[config.mk]
export PLATFORM = sky130hd
export DESIGN_NAME = int_decl_gen
export DESIGN_NICKNAME = d
export VERILOG_FILES = /design/src/rtl/int_decl_gen.sv
export SDC_FILE = /design/constraint.sdc
export NUM_CORES = 1
export LEC_CHECK = 0
export ABC_AREA = 1
export BUFFER_PORTS_ARGS = -buffer_cell sky130_fd_sc_hd__buf_2
export CORE_MARGIN = 2
export CORE_UTILIZATION = 27
export DETAILED_ROUTE_END_ITERATION = 10
export PLACE_DENSITY = 0.43
export SKIP_CTS_REPAIR_TIMING = 1
export SLEW_MARGIN = 25
export SYNTH_ARGS = -nofsm -noshare
export SYNTH_HDL_FRONTEND = slang
export SYNTH_SLANG_ARGS = --single-unit
[constraint.sdc]
create_clock -name clk -period 5.38 [get_ports clk]
set_clock_uncertainty 0.15 [all_clocks]
set_input_delay 1.345 -clock clk [delete_from_list [all_inputs] [get_ports clk]]
set_output_delay 1.345 -clock clk [all_outputs]
set_load 0.005 [all_outputs]
[src/rtl/int_decl_gen.sv]
// Streams one C-style declaration "int a0,b0,...;" a character at a time over a valid/ready handshake.
// Optional macro INTGEN_COMMA_SPACE_EN inserts a space after every comma.
module int_decl_gen (
  input  logic       clk,
  input  logic       reset,
  input  logic       start,
  input  logic [2:0] id_count,
  input  logic [2:0] id_len,
  output logic [7:0] out,
  output logic       out_valid,
  input  logic       out_ready,
  output logic       busy,
  output logic       done
);

  typedef enum logic [2:0] {
    IDLE  = 3'd0,
    KW    = 3'd1,
    SEP   = 3'd2,
    ID    = 3'd3,
    COMMA = 3'd4,
`ifdef INTGEN_COMMA_SPACE_EN
    CSPC  = 3'd5,
`endif
    SEMI  = 3'd6,
    FIN   = 3'd7
  } state_t;

  state_t     state_r, state_s;
  logic [1:0] kw_idx_r, kw_idx_s;
  logic [2:0] id_cnt_r, id_cnt_s;
  logic [2:0] ch_idx_r, ch_idx_s;
  logic [2:0] n_r, n_s;
  logic [2:0] l_r, l_s;
  logic       accept_s;

  // Character offered in a given state; identifier chars are letter then ascending digits.
  function automatic logic [7:0] char_of(input state_t st, input logic [1:0] kw,
                                         input logic [2:0] id, input logic [2:0] ch);
    logic [7:0] c;
    case (st)
      KW: begin
        case (kw)
          2'd0:    c = 8'h69;
          2'd1:    c = 8'h6e;
          2'd2:    c = 8'h74;
          default: c = 8'h00;
        endcase
      end
      SEP:   c = 8'h20;
      ID: begin
        if (ch == 3'd0) c = 8'h61 + {5'd0, id};
        else            c = 8'h30 + {5'd0, ch - 3'd1};
      end
      COMMA: c = 8'h2c;
`ifdef INTGEN_COMMA_SPACE_EN
      CSPC:  c = 8'h20;
`endif
      SEMI:  c = 8'h3b;
      default: c = 8'h00;
    endcase
    return c;
  endfunction

  // States in which a character is being offered.
  function automatic logic valid_of(input state_t st);
    logic v;
    case (st)
      IDLE:    v = 1'b0;
      FIN:     v = 1'b0;
      default: v = 1'b1;
    endcase
    return v;
  endfunction

  assign accept_s = out_valid & out_ready;

  // Next-state and counter logic; everything holds unless a character is accepted.
  always_comb begin
    state_s  = state_r;
    kw_idx_s = kw_idx_r;
    id_cnt_s = id_cnt_r;
    ch_idx_s = ch_idx_r;
    n_s      = n_r;
    l_s      = l_r;
    case (state_r)
      IDLE: begin
        if (start) begin
          n_s      = (id_count == 3'd0) ? 3'd1 : id_count;
          l_s      = (id_len == 3'd0) ? 3'd1 : id_len;
          kw_idx_s = 2'd0;
          id_cnt_s = 3'd0;
          ch_idx_s = 3'd0;
          state_s  = KW;
        end else begin
          state_s = IDLE;
        end
      end
      KW: begin
        if (accept_s) begin
          if (kw_idx_r == 2'd2) state_s  = SEP;
          else                  kw_idx_s = kw_idx_r + 2'd1;
        end else begin
          state_s = KW;
        end
      end
      SEP: begin
        if (accept_s) begin
          id_cnt_s = 3'd0;
          ch_idx_s = 3'd0;
          state_s  = ID;
        end else begin
          state_s = SEP;
        end
      end
      ID: begin
        if (accept_s) begin
          if (ch_idx_r == l_r - 3'd1) begin
            if (id_cnt_r == n_r - 3'd1) state_s = SEMI;
            else                        state_s = COMMA;
          end else begin
            ch_idx_s = ch_idx_r + 3'd1;
          end
        end else begin
          state_s = ID;
        end
      end
      COMMA: begin
        if (accept_s) begin
`ifdef INTGEN_COMMA_SPACE_EN
          state_s  = CSPC;
`else
          id_cnt_s = id_cnt_r + 3'd1;
          ch_idx_s = 3'd0;
          state_s  = ID;
`endif
        end else begin
          state_s = COMMA;
        end
      end
`ifdef INTGEN_COMMA_SPACE_EN
      CSPC: begin
        if (accept_s) begin
          id_cnt_s = id_cnt_r + 3'd1;
          ch_idx_s = 3'd0;
          state_s  = ID;
        end else begin
          state_s = CSPC;
        end
      end
`endif
      SEMI: begin
        if (accept_s) state_s = FIN;
        else          state_s = SEMI;
      end
      FIN:     state_s = IDLE;
      default: state_s = IDLE;
    endcase
  end

  // State, counters and latched sizes.
  always_ff @(posedge clk or negedge reset) begin
    if (!reset) begin
      state_r  <= IDLE;
      kw_idx_r <= 2'd0;
      id_cnt_r <= 3'd0;
      ch_idx_r <= 3'd0;
      n_r      <= 3'd0;
      l_r      <= 3'd0;
    end else begin
      state_r  <= state_s;
      kw_idx_r <= kw_idx_s;
      id_cnt_r <= id_cnt_s;
      ch_idx_r <= ch_idx_s;
      n_r      <= n_s;
      l_r      <= l_s;
    end
  end

  // Outputs are flopped from the next state so they line up with the state register.
  always_ff @(posedge clk or negedge reset) begin
    if (!reset) begin
      out       <= 8'h00;
      out_valid <= 1'b0;
      busy      <= 1'b0;
      done      <= 1'b0;
    end else begin
      out       <= char_of(state_s, kw_idx_s, id_cnt_s, ch_idx_s);
      out_valid <= valid_of(state_s);
      busy      <= (state_s != IDLE);
      done      <= (state_s == FIN);
    end
  end

endmodule

After elaboration in Yosys (flattened, before gate mapping)

Cells that the tools add are included.

Flip-flop bits (word level): 28
Input bits: 10
Output and inout port bits: 11
Word-level logic and storage cells: 74

Add/subtract/negate cells: 8
Equality and inequality tests: 16
Multiplexer cells: 29
Bitwise logic cells: 1
Reductions and logical operators: 10

Operator list:

| kind                  | count |
|---|---|
| $mux W3               | 14 |
| $pmux W8 S5           | 1 |
| $pmux W7 S3           | 1 |
| $pmux W3 S3           | 2 |
| $pmux W3 S6           | 1 |
| $eq A3 B3 Y1 const B  | 5 |
| $logic_not A3 Y1      | 5 |
| $eq A3 B2 Y1 const B  | 4 |
| $sub A3 B1 Y3 const B | 3 |
| $add A7 B3 Y8 const A | 1 |
| $mux W2               | 4 |
| $mux W8               | 1 |
| $add A6 B3 Y7 const A | 1 |
| $add A3 B1 Y3 const B | 2 |
| $eq A3 B1 Y1 const B  | 2 |
| $eq A3 B3 Y1          | 2 |
| $eq A2 B2 Y1 const B  | 2 |
| $mux W1               | 4 |
| $pmux W2 S2           | 1 |
| $reduce_or A2 Y1      | 2 |
| $reduce_bool A3 Y1    | 1 |
| $add A2 B1 Y2 const B | 1 |
| $eq A2 B1 Y1 const B  | 1 |
| $logic_not A2 Y1      | 1 |
| other kinds (2)       | 2 |

Logic depth before layout (Yosys ltp)

Gate-level depths: netlist of run 1.

Depth after elaboration: 9
Gate-level depth with buffers: 20
Depth with buffers taken out: 20

Worst setup path before layout of run 1

Ideal clock, no wire load.

Path type: input to register
Start: in out_ready
End: reg out[2]
Setup time: 65 ps
Arrival time: 2907 ps
Data required time: 5165 ps
Slack: 2258 ps
Cell stages on the path: 12
Buffers on the path: 1
Cells stage by stage: nand2_2 buf_2 a21oi_1 o211ai_1 o21ai_0 inv_1 ha_1 ha_1 or2_2 nand2_1 nand2_1 nand2_1

Word-level cells in the longest chain between the ends: 7
Elaborated cells between the ends (all ways): 30
Those cells by class: 3 x add/sub; 7 x eq/ne; 17 x mux; 1 x bitwise; 2 x reduce/logical

RTL lines:

| what                       | RTL line      | source |
|---|---|---|
| from (decl)                | 11            | `input logic out_ready,` |
| $and A1 B1 Y1 (*)          | 76            | `assign accept_s = out_valid & out_ready;` |
| $mux W3 (on tied branches) | 108, 129, 117 |  |
| $pmux W3 S3 (*)            | 86            | `case (state_r)` |
| named net ch_idx_s[1]      | 32            | `logic [2:0] ch_idx_r, ch_idx_s;` |
| $sub A3 B1 Y3              | 53            | `else c = 8'h30 + {5'd0, ch - 3'd1};` |
| $add A6 B3 Y7              | 53            |  |
| $mux W8 (*)                | 52            | `if (ch == 3'd0) c = 8'h61 + {5'd0, id};` |
| $pmux W8 S5 (*)            | 41            | `case (st)` |
| to (signal assigned)       | 188           | `out <= char_of(state_s, kw_idx_s, id_cnt_s, ch_idx_s);` |
| to (decl)                  | 9             | `output logic [7:0] out,` |

The timed path passes the listed nets; every way through them passes the cells marked *.
A chain may end at the register's enable or synchronous reset.

Worst setup path after layout of run 1

Ends and elaborated chain as after synthesis.

==> impl_metrics.csv, run 1 <==
group,metric,value,unit
run_status,status,"finished clean",
grt,antenna_found_initial,0,
sta,period_minus_slack,3.28,ns
drt,antenna_left,0,
layout,drive_above_1_share,0.148,
power_and_ir_drop,p_per_area,512,nW/um^2
setup_path,worstPathArrival,3.36,ns
layout,num-nets-final,310,
setup_path,crit_type,"in2reg",
grt,grt_util_all_layers,0.131,
floorplanning,rows,30,
setup_path,required,5.46,ns
floorplanning,core-area,6760,sq um
sta,relSlewSlack,0.581,
placed_design,port_buffers,19,
sta,rsz0062_at_grt,"false",
flow_run,max_cap_viol_count,0,
sta,hold_viol_final,0,
floorplanning,dieArea,7600,sq um
layout,layout_common_cells,"76 x nand2_1, 38 x inv_1, 27 x dfrtp_1",
grt,grt_max_degree,28,
placed_design,dp_cells,359,
grt,grt_first_pass_wirelength,7830,um
setup_path,critPathCaptureType,"register",
placed_design,gp_congestion,0.875,
layout,antenna-diode-count,0,
worst_hold_path,hold_path_class,"reg2reg",
drt,drt_wl_total,4390,um
setup_path,slowest_stage,"or2_2",
yosys,synth_warnings,0,
cts,cts-root-buf,"clkbuf_8",
sta,setup_violations,0,
drt,drtPass1Iterations,4,
layout,final_area,2100,sq um
grt,grt_pass1_vias,1672,
floorplanning,dieWidth,87.2,um
floorplanning,start_util,0.276,
worst_hold_path,hp-start,"n_r[1]$_DFFE_PN0P_",
placed_design,post_dp_cell_area,2050,sq um
cts,clock_sinks,27,
yosys,synth_nets,288,
yosys,ys_ff_latch,27,
setup_path,worstPathCellList,"buf_2, nand2_2, inv_2, nor2_1, inv_1, nand4_1, inv_1, o21ai_0, inv_1, ha_1, ha_1, or2_2, nand2_1, nand2_1, nand2_1",
drt,drc,0,
yosys,synth_cell_types,29,
layout,layoutNonFillerInstCount,363,
yosys,syn-cell-area,1870,sq um
layout,synthToLayoutAreaGrowth,12.5,%
layout,layout_commonest_cell,"nand2_1",
setup_path,r2r_slack,2.66,ns
setup_path,slowest_delay,0.30,ns
setup_path,reg2reg_from,"l_r[0]$_DFFE_PN0P_",
setup_path,cp_max_fo,15,
drt,vias,1635,
placed_design,dp_hpwl,3560,um
grt,grt_overflow,0,
floorplanning,die_h,87.2,um
drt,wl_per_cell,12.1,um
setup_path,worst_r2r_path_depth,19,
cts,cts_tree,"built",
setup_path,crit_start,"out_ready",
sta,drv_slew,0,
power_and_ir_drop,vdd.ir_drop.worst,0.207,mV
yosys,avgSynthCellArea,7.13,sq um
power_and_ir_drop,cellLeakagePower,0.00115,uW
sta,worstMarginPinSlew,0.628,ns
setup_path,start_kind,"input pin",
yosys,synth-seq-area-share,0.362,
setup_path,endpoint,"out[2]$_DFF_PN0_",
floorplanning,pin_count,21,
drt,vias_per_cell,4.50,
sta,totalNegativeSetupSlack,0,ns
setup_path,worstReg2RegEnd,"out[0]$_DFF_PN0_",
cts,htreeDepth,1,
drt,drt_iter0_drc,91,
cts,clk_pin_slew_worst_paths,0.11,ns
cts,clockBufferDepth,2,
cts,clock_latency,0.28,ns
cts,cts_made_buffers,3,
sta,fmax,305,MHz
sta,fin_crit_sh,0.610,
yosys,postSynthCellCount,262,
## cells by family (layout without fill, tap and decap cells)
group           after synthesis  after routing  synth area share
compound gates               24             24            0.0717
xor+xnor                      4              4            0.0188
fa+ha+maj                    16             16             0.107
buf+inv                      46             67            0.0951
flops                        27             27             0.362
other cells                   1              1           0.00201
simple gates                144            144             0.344
## per-stage QoR
step / power [uW] / hold slack (ns) / setup slack [ns] / utilization
2_1_floorplan: 791 / 0.334 / 2.26 / -
3_3_place_gp: 966 / 0.360 / 1.86 / 0.304
3_5_place_dp: 963 / 0.369 / 1.80 / 0.304
4_1_cts: 1100 / 0.384 / 2.09 / 0.311
5_1_grt: 1220 / 0.425 / 1.82 / 0.311
6_report: 1080 / 0.381 / 2.10 / 0.311
## report_power, final
| part | internal, uW | switching (uW) | total, uW |
|---|---|---|---|
| logic | 221 | 414 | 635 |
| clock network | 54.5 | 72.8 | 127 |
| registers | 274 | 40.2 | 314 |
| total | 549 | 527 | 1080 |
## worst min-delay path by stage
stage	end	slack, ns	cells after the start
3_3_place_gp	n_r[1]$_DFFE_PN0P_	0.36	2
5_1_grt	n_r[1]$_DFFE_PN0P_	0.43	2
3_5_place_dp	n_r[1]$_DFFE_PN0P_	0.37	2
6_report	n_r[1]$_DFFE_PN0P_	0.38	2
4_1_cts	n_r[1]$_DFFE_PN0P_	0.38	2
2_1_floorplan	n_r[1]$_DFFE_PN0P_	0.33	2
## critical path, delay by kind of cell
kind	cells	cell delay, ns
compound gates	1	0.18
fa+ha+maj	2	0.43
buf+inv	5	0.42
simple gates	7	0.97
## layer usage
layer	wire [um]	vias up	global-route usage
met5	0	-	0
li1	-	861	-
met1	2100	737	0.171
met2	2050	29	0.220
met3	167	8	0.0313
met4	75	0	0.0308
## Yosys cell counts (all sizes together)
cell     n  area [sq um]
nand4    3          18.8
o22ai    1          6.26
xnor2    1          8.76
a211oi   1          7.51
ha      16           200
nand3   25           130
a21oi    6          30.0
nor2    28           120
o21ai   14          70.1
nor3     4          31.3
nand3b   1          7.51
buf      2          12.5
o211ai   2          20.0
nand2   82           328
dfrtp   27           676
or2      1          6.26
inv     43           161
xor2     3          26.3
conb     1          3.75
clkinv   1          3.75
## area by class of cell
| cell class | count | area [sq um] |
|---|---|---|
| Fill cell | 772 | 4660 |
| Multi-Input combinational cell | 189 | 1010 |
| Sequential cell | 27 | 676 |
| Inverter | 44 | 165 |
| Tap cell | 80 | 100 |
| Timing Repair Buffer | 19 | 95.1 |
| Clock buffer | 3 | 41.3 |
| Clock inverter | 1 | 8.76 |
## registers in the layout, indices dropped and copies added (netlist names)
register,cells
out,7
ch_idx_r,3
id_cnt_r,3
l_r,3
n_r,3
state_r,3
kw_idx_r,2
busy,1
done,1
out_valid,1
(Power assumes the default switching activity.)
==> run 2: changes to the inputs <==
--- a/config.mk
+++ b/config.mk
@@ -10,7 +10,7 @@
 export CORE_MARGIN = 2
 export CORE_UTILIZATION = 27
 export DETAILED_ROUTE_END_ITERATION = 10
-export PLACE_DENSITY = 0.43
+export PLACE_DENSITY = 0.44
 export SKIP_CTS_REPAIR_TIMING = 1
 export SLEW_MARGIN = 25
 export SYNTH_ARGS = -nofsm -noshare
==> constraint.sdc (replaced) <==
create_clock -name clk -period 2.75 [get_ports clk]
set_clock_uncertainty 0.15 [all_clocks]
set_input_delay 0.6875 -clock clk [delete_from_list [all_inputs] [get_ports clk]]
set_output_delay 0.6875 -clock clk [all_outputs]
set_load 0.005 [all_outputs]
==> impl_metrics.csv, run 2 (synthesized netlist as in run 1, its figures left out) <==
group,metric,value,unit
run_status,status,"finished clean",
drt,drt_wl_total,4570,um
drt,drc,0,
sta,worstMarginPinSlew,0.626,ns
sta,fmax,407,MHz
grt,grt_util_all_layers,0.134,
sta,hold_viol_final,0,
floorplanning,dieWidth,87.2,um
sta,totalNegativeSetupSlack,0,ns
power_and_ir_drop,p_per_area,1030,nW/um^2
cts,clock_latency,0.29,ns
power_and_ir_drop,vdd.ir_drop.worst,0.377,mV
setup_path,slowest_delay,0.37,ns
placed_design,port_buffers,19,
setup_path,worstPathArrival,2.49,ns
grt,antenna_found_initial,0,
floorplanning,die_h,87.2,um
setup_path,critPathCaptureType,"register",
sta,finalWorstSetupSlack,0.295,ns
drt,drt_iter0_drc,106,
cts,htreeDepth,1,
drt,antenna_left,0,
layout,largest_reg_flops,7,
layout,drive_above_1_share,0.214,
layout,antenna-diode-count,0,
cts,clk_pin_slew_worst_paths,0.11,ns
setup_path,cp_max_fo,5,
drt,drtPass1Iterations,4,
grt,grt_pass1_vias,1639,
grt,grt_max_degree,28,
cts,cts_made_buffers,3,
placed_design,pre_cts_ws,0.0537,ns
flow_run,max_cap_viol_count,0,
grt,grt_first_pass_wirelength,7890,um
layout,multi_input_area,1060,sq um
setup_path,path_buf_inv,4,
setup_path,required,2.78,ns
layout,regArea,676,sq um
layout,layout_commonest_cell,"nand2_1",
layout,layout_common_cells,"73 x nand2_1, 37 x inv_1, 27 x dfrtp_1",
cts,cts_tree,"built",
layout,synthToLayoutAreaGrowth,19.9,%
sta,rsz0062_at_grt,"false",
setup_path,cp_top_family,"adder cells",
placed_design,gp_congestion,0.886,
setup_path,start_kind,"register",
layout,regMostFlops,"out",
setup_path,worstPathCellList,"inv_1, ha_4, nand2_1, nand2_2, nor2_4, a21oi_2, buf_4, nand2_1, o211ai_1, o21ai_1, inv_1, ha_2, ha_4, buf_4, nand3_1, nor2_2, nand2_1, nand3_1",
floorplanning,core-area,6760,sq um
sta,drv_slew,0,
cts,clock_sinks,27,
sta,relSlewSlack,0.582,
placed_design,dp_hpwl,3610,um
sta,period_minus_slack,2.45,ns
sta,fin_crit_sh,0.893,
sta,holdWs,0.250,ns
floorplanning,pin_count,21,
power_and_ir_drop,cellLeakagePower,0.00121,uW
drt,vias,1658,
floorplanning,rows,30,
cts,clockBufferDepth,2,
setup_path,crit_type,"reg2reg",
sta,setup_violations,0,
layout,utilization,0.331,
drt,vias_per_cell,4.42,
layout,fill_cells,758,
layout,num-nets-final,322,
cts,cts-root-buf,"clkbuf_8",
worst_hold_path,hold_path_class,"in2async",
floorplanning,start_util,0.276,
floorplanning,dieArea,7600,sq um
setup_path,crit_top_cell,"nand2_1",
drt,wl_per_cell,12.2,um
setup_path,slowest_stage,"dfrtp_1",
grt,grt_overflow,0,
==> run 2: path summary, 6_finish.rpt <==
kind,from,endpoint,slack [ns],cells after the start
worst max-delay path,l_r[1]$_DFFE_PN0P_,out[3]$_DFF_PN0_,0.30,18
max in group asynchronous,reset,ch_idx_r[2]$_DFF_PN0_,1.78,1
min in group clk,n_r[1]$_DFFE_PN0P_,n_r[1]$_DFFE_PN0P_,0.38,2
worst min-delay path,reset,out_valid$_DFF_PN0_,0.25,1
worst max register to register,l_r[1]$_DFFE_PN0P_,out[3]$_DFF_PN0_,0.30,18
worst min register to register,n_r[1]$_DFFE_PN0P_,n_r[1]$_DFFE_PN0P_,0.38,2
==> run 2: where the power goes <==
part | internal [uW] | total, uW | switching (uW)
Combinational | 572 | 1440 | 872
Sequential | 536 | 613 | 77.1
Clock | 107 | 254 | 147
==> run 2: area by class of cell <==
type                    count  share of cell area
multi-input cells         189               0.475
flip-flops and latches     27               0.302
repair buffers             31              0.0827
inverters                  44              0.0737
well taps                  80              0.0447
clock buffers               3              0.0184
clock inverters             1             0.00391
==> run 2: worst reg2reg max path, stage by stage (launching register included) <==
cell	delay [ns]
dfrtp_1	0.37
inv_1	0.12
ha_4	0.22
nand2_1	0.07
nand2_2	0.06
nor2_4	0.11
a21oi_2	0.07
buf_4	0.14
nand2_1	0.05
o211ai_1	0.07
o21ai_1	0.11
inv_1	0.06
ha_2	0.20
ha_4	0.17
buf_4	0.13
nand3_1	0.09
nor2_2	0.05
nand2_1	0.06
nand3_1	0.06
==> run 2: stage by stage <==
stage,area [sq um],total power [uW],cells
finish,2240,2310,375
global placement,2120,1940,368
global route,2240,2590,375
floorplan,1870,1550,262
CTS,2170,2220,372
detailed placement,2120,1940,368
==> run 2: metal layers <==
metal	GRT usage	part of all wire	vias to the layer above
li1	-	-	886
met3	0.0294	0.032	4
met1	0.179	0.50	743
met4	0.0210	0.0063	0
met2	0.228	0.47	25
met5	0	0	-
==> run 3: changes to the inputs <==
==> constraint.sdc (replaced) <==
create_clock -name clk -period 2.75 [get_ports clk]
set_clock_uncertainty 0.15 [all_clocks]
set_input_delay 0.1375 -clock clk [delete_from_list [all_inputs] [get_ports clk]]
set_output_delay 0.1375 -clock clk [all_outputs]
set_load 0.005 [all_outputs]
==> impl_metrics.csv, run 3 (synthesized netlist as in run 1, its figures left out) <==
group,metric,value,unit
setup_path,crit_type,"reg2reg",
power_and_ir_drop,finalPower,2170,uW
cts,cts_tree,"built",
layout,num-nets-final,318,
placed_design,port_buffers,19,
worst_hold_path,hold_path_class,"in2reg",
grt,grt_overflow,0,
sta,relSlewSlack,0.566,
cts,clock_latency,0.28,ns
sta,fin_crit_sh,0.912,
drt,drtPass1Iterations,4,
cts,cts_made_buffers,3,
layout,final_area,2200,sq um
setup_path,required,2.84,ns
drt,drt_iter0_drc,61,
power_and_ir_drop,p_per_area,984,nW/um^2
setup_path,reg2reg_from,"l_r[0]$_DFFE_PN0P_",
drt,vias_per_cell,4.46,
sta,fmax,399,MHz
placed_design,gp_congestion,0.878,
layout,synthToLayoutAreaGrowth,17.7,%
cts,htreeDepth,1,
setup_path,critPathCaptureType,"register",
grt,grt_pass1_vias,1639,
run_status,violations,"hold timing",
cts,clockBufferDepth,2,
drt,wl_per_cell,12.3,um
cts,cts-root-buf,"clkbuf_8",
grt,antenna_found_initial,0,
setup_path,start_kind,"register",
sta,drv_slew,0,
layout,drive_above_1_share,0.162,
floorplanning,die_h,87.2,um
layout,multi_input_area,1040,sq um
placed_design,pre_cts_ws,0.141,ns
setup_path,crit_start,"l_r[0]$_DFFE_PN0P_",
floorplanning,dieArea,7600,sq um
grt,grt_util_all_layers,0.128,
floorplanning,rows,30,
worst_hold_path,hold_depth,3,
layout,utilization,0.326,
layout,layout_commonest_cell,"nand2_1",
setup_path,cp_max_fo,4,
layout,largest_reg_flops,7,
power_and_ir_drop,vdd.ir_drop.worst,0.358,mV
worst_hold_path,hp-start,"id_len[0]",
sta,totalNegativeSetupSlack,0,ns
sta,setup_violations,0,
layout,layout_common_cells,"76 x nand2_1, 38 x inv_1, 27 x dfrtp_1",
layout,regArea,676,sq um
floorplanning,start_util,0.276,
sta,period_minus_slack,2.51,ns
layout,fill_cells,760,
sta,hold_viol_final,1,
floorplanning,dieWidth,87.2,um
cts,clk_pin_slew_worst_paths,0.11,ns
flow_run,max_cap_viol_count,0,
sta,worstMarginPinSlew,0.651,ns
grt,grt_max_degree,28,
setup_path,worstPathArrival,2.59,ns
sta,finalWorstSetupSlack,0.243,ns
layout,regMostFlops,"out",
layout,antenna-diode-count,0,
drt,antenna_left,0,
floorplanning,core-area,6760,sq um
cts,clock_sinks,27,
power_and_ir_drop,cellLeakagePower,0.00119,uW
drt,drc,0,
setup_path,worst_r2r_path_depth,17,
grt,grt_first_pass_wirelength,7710,um
placed_design,dp_hpwl,3550,um
drt,vias,1656,
drt,drt_wl_total,4560,um
run_status,status,"complete, but fails checks",
sta,rsz0062_at_grt,"false",
sta,holdWs,-0.0145,ns
floorplanning,pin_count,21,
placed_design,post_dp_cell_area,2070,sq um
==> run 3: cell count changes in the layout (fill, tap and decap cells not counted), moves of 2 or more <==
cell / change
buf_4: -10
dlygate4sd3_1: +6
nand2_1: +3
nand2_2: -3
ha_1: +2
==> run 3: path summary, 6_finish.rpt <==
path / endpoint / slack, ns
worst max-delay path: out[2]$_DFF_PN0_ / 0.24
worst min-delay path: l_r[0]$_DFFE_PN0P_ / -0.01
worst max register to register: out[2]$_DFF_PN0_ / 0.24
worst min register to register: n_r[1]$_DFFE_PN0P_ / 0.38
max in group asynchronous: ch_idx_r[0]$_DFF_PN0_ / 1.77
min in group asynchronous: state_r[2]$_DFF_PN0_ / 0.26
==> run 3: critical path, cell delays in order, from the launching register on <==
cell,delay [ns]
dfrtp_1,0.35
inv_1,0.06
ha_1,0.30
inv_1,0.04
nand2_1,0.05
nand2_1,0.07
nor2_4,0.15
nand2_1,0.08
nand3_1,0.07
nand3_1,0.07
nand2_1,0.14
inv_1,0.06
ha_1,0.23
ha_4,0.21
or2_2,0.26
nand2_1,0.07
nand2_1,0.04
nand2_1,0.06
==> run 3: area by class of cell <==
class | instances | area share
repair buffers | 27 | 0.0774
well taps | 80 | 0.0455
flip-flops and latches | 27 | 0.307
clock inverters | 1 | 0.00341
clock buffers | 3 | 0.0188
multi-input cells | 189 | 0.473
inverters | 44 | 0.0751
==> run 3: stage by stage <==
| step | instances | hold WS, ns |
|---|---|---|
| floorplan | 262 | -0.308 |
| global placement | 361 | 0.0659 |
| detailed placement | 361 | 0.0722 |
| CTS | 365 | -0.249 |
| global route | 371 | 0.0375 |
| finish | 371 | -0.0145 |
==> run 3: layer usage <==
metal / up-vias / global-route usage / wire length (um)
met2: 19 / 0.219 / 2140
li1: 876 / - / -
met4: 0 / 0.0126 / 10
met5: - / 0 / 0
met1: 759 / 0.176 / 2310
met3: 2 / 0.0237 / 95
==> run 3: power by group <==
group	total [uW]	internal, uW	switching [uW]
combinational	1300	470	833
clock	246	103	143
sequential	615	536	78.6
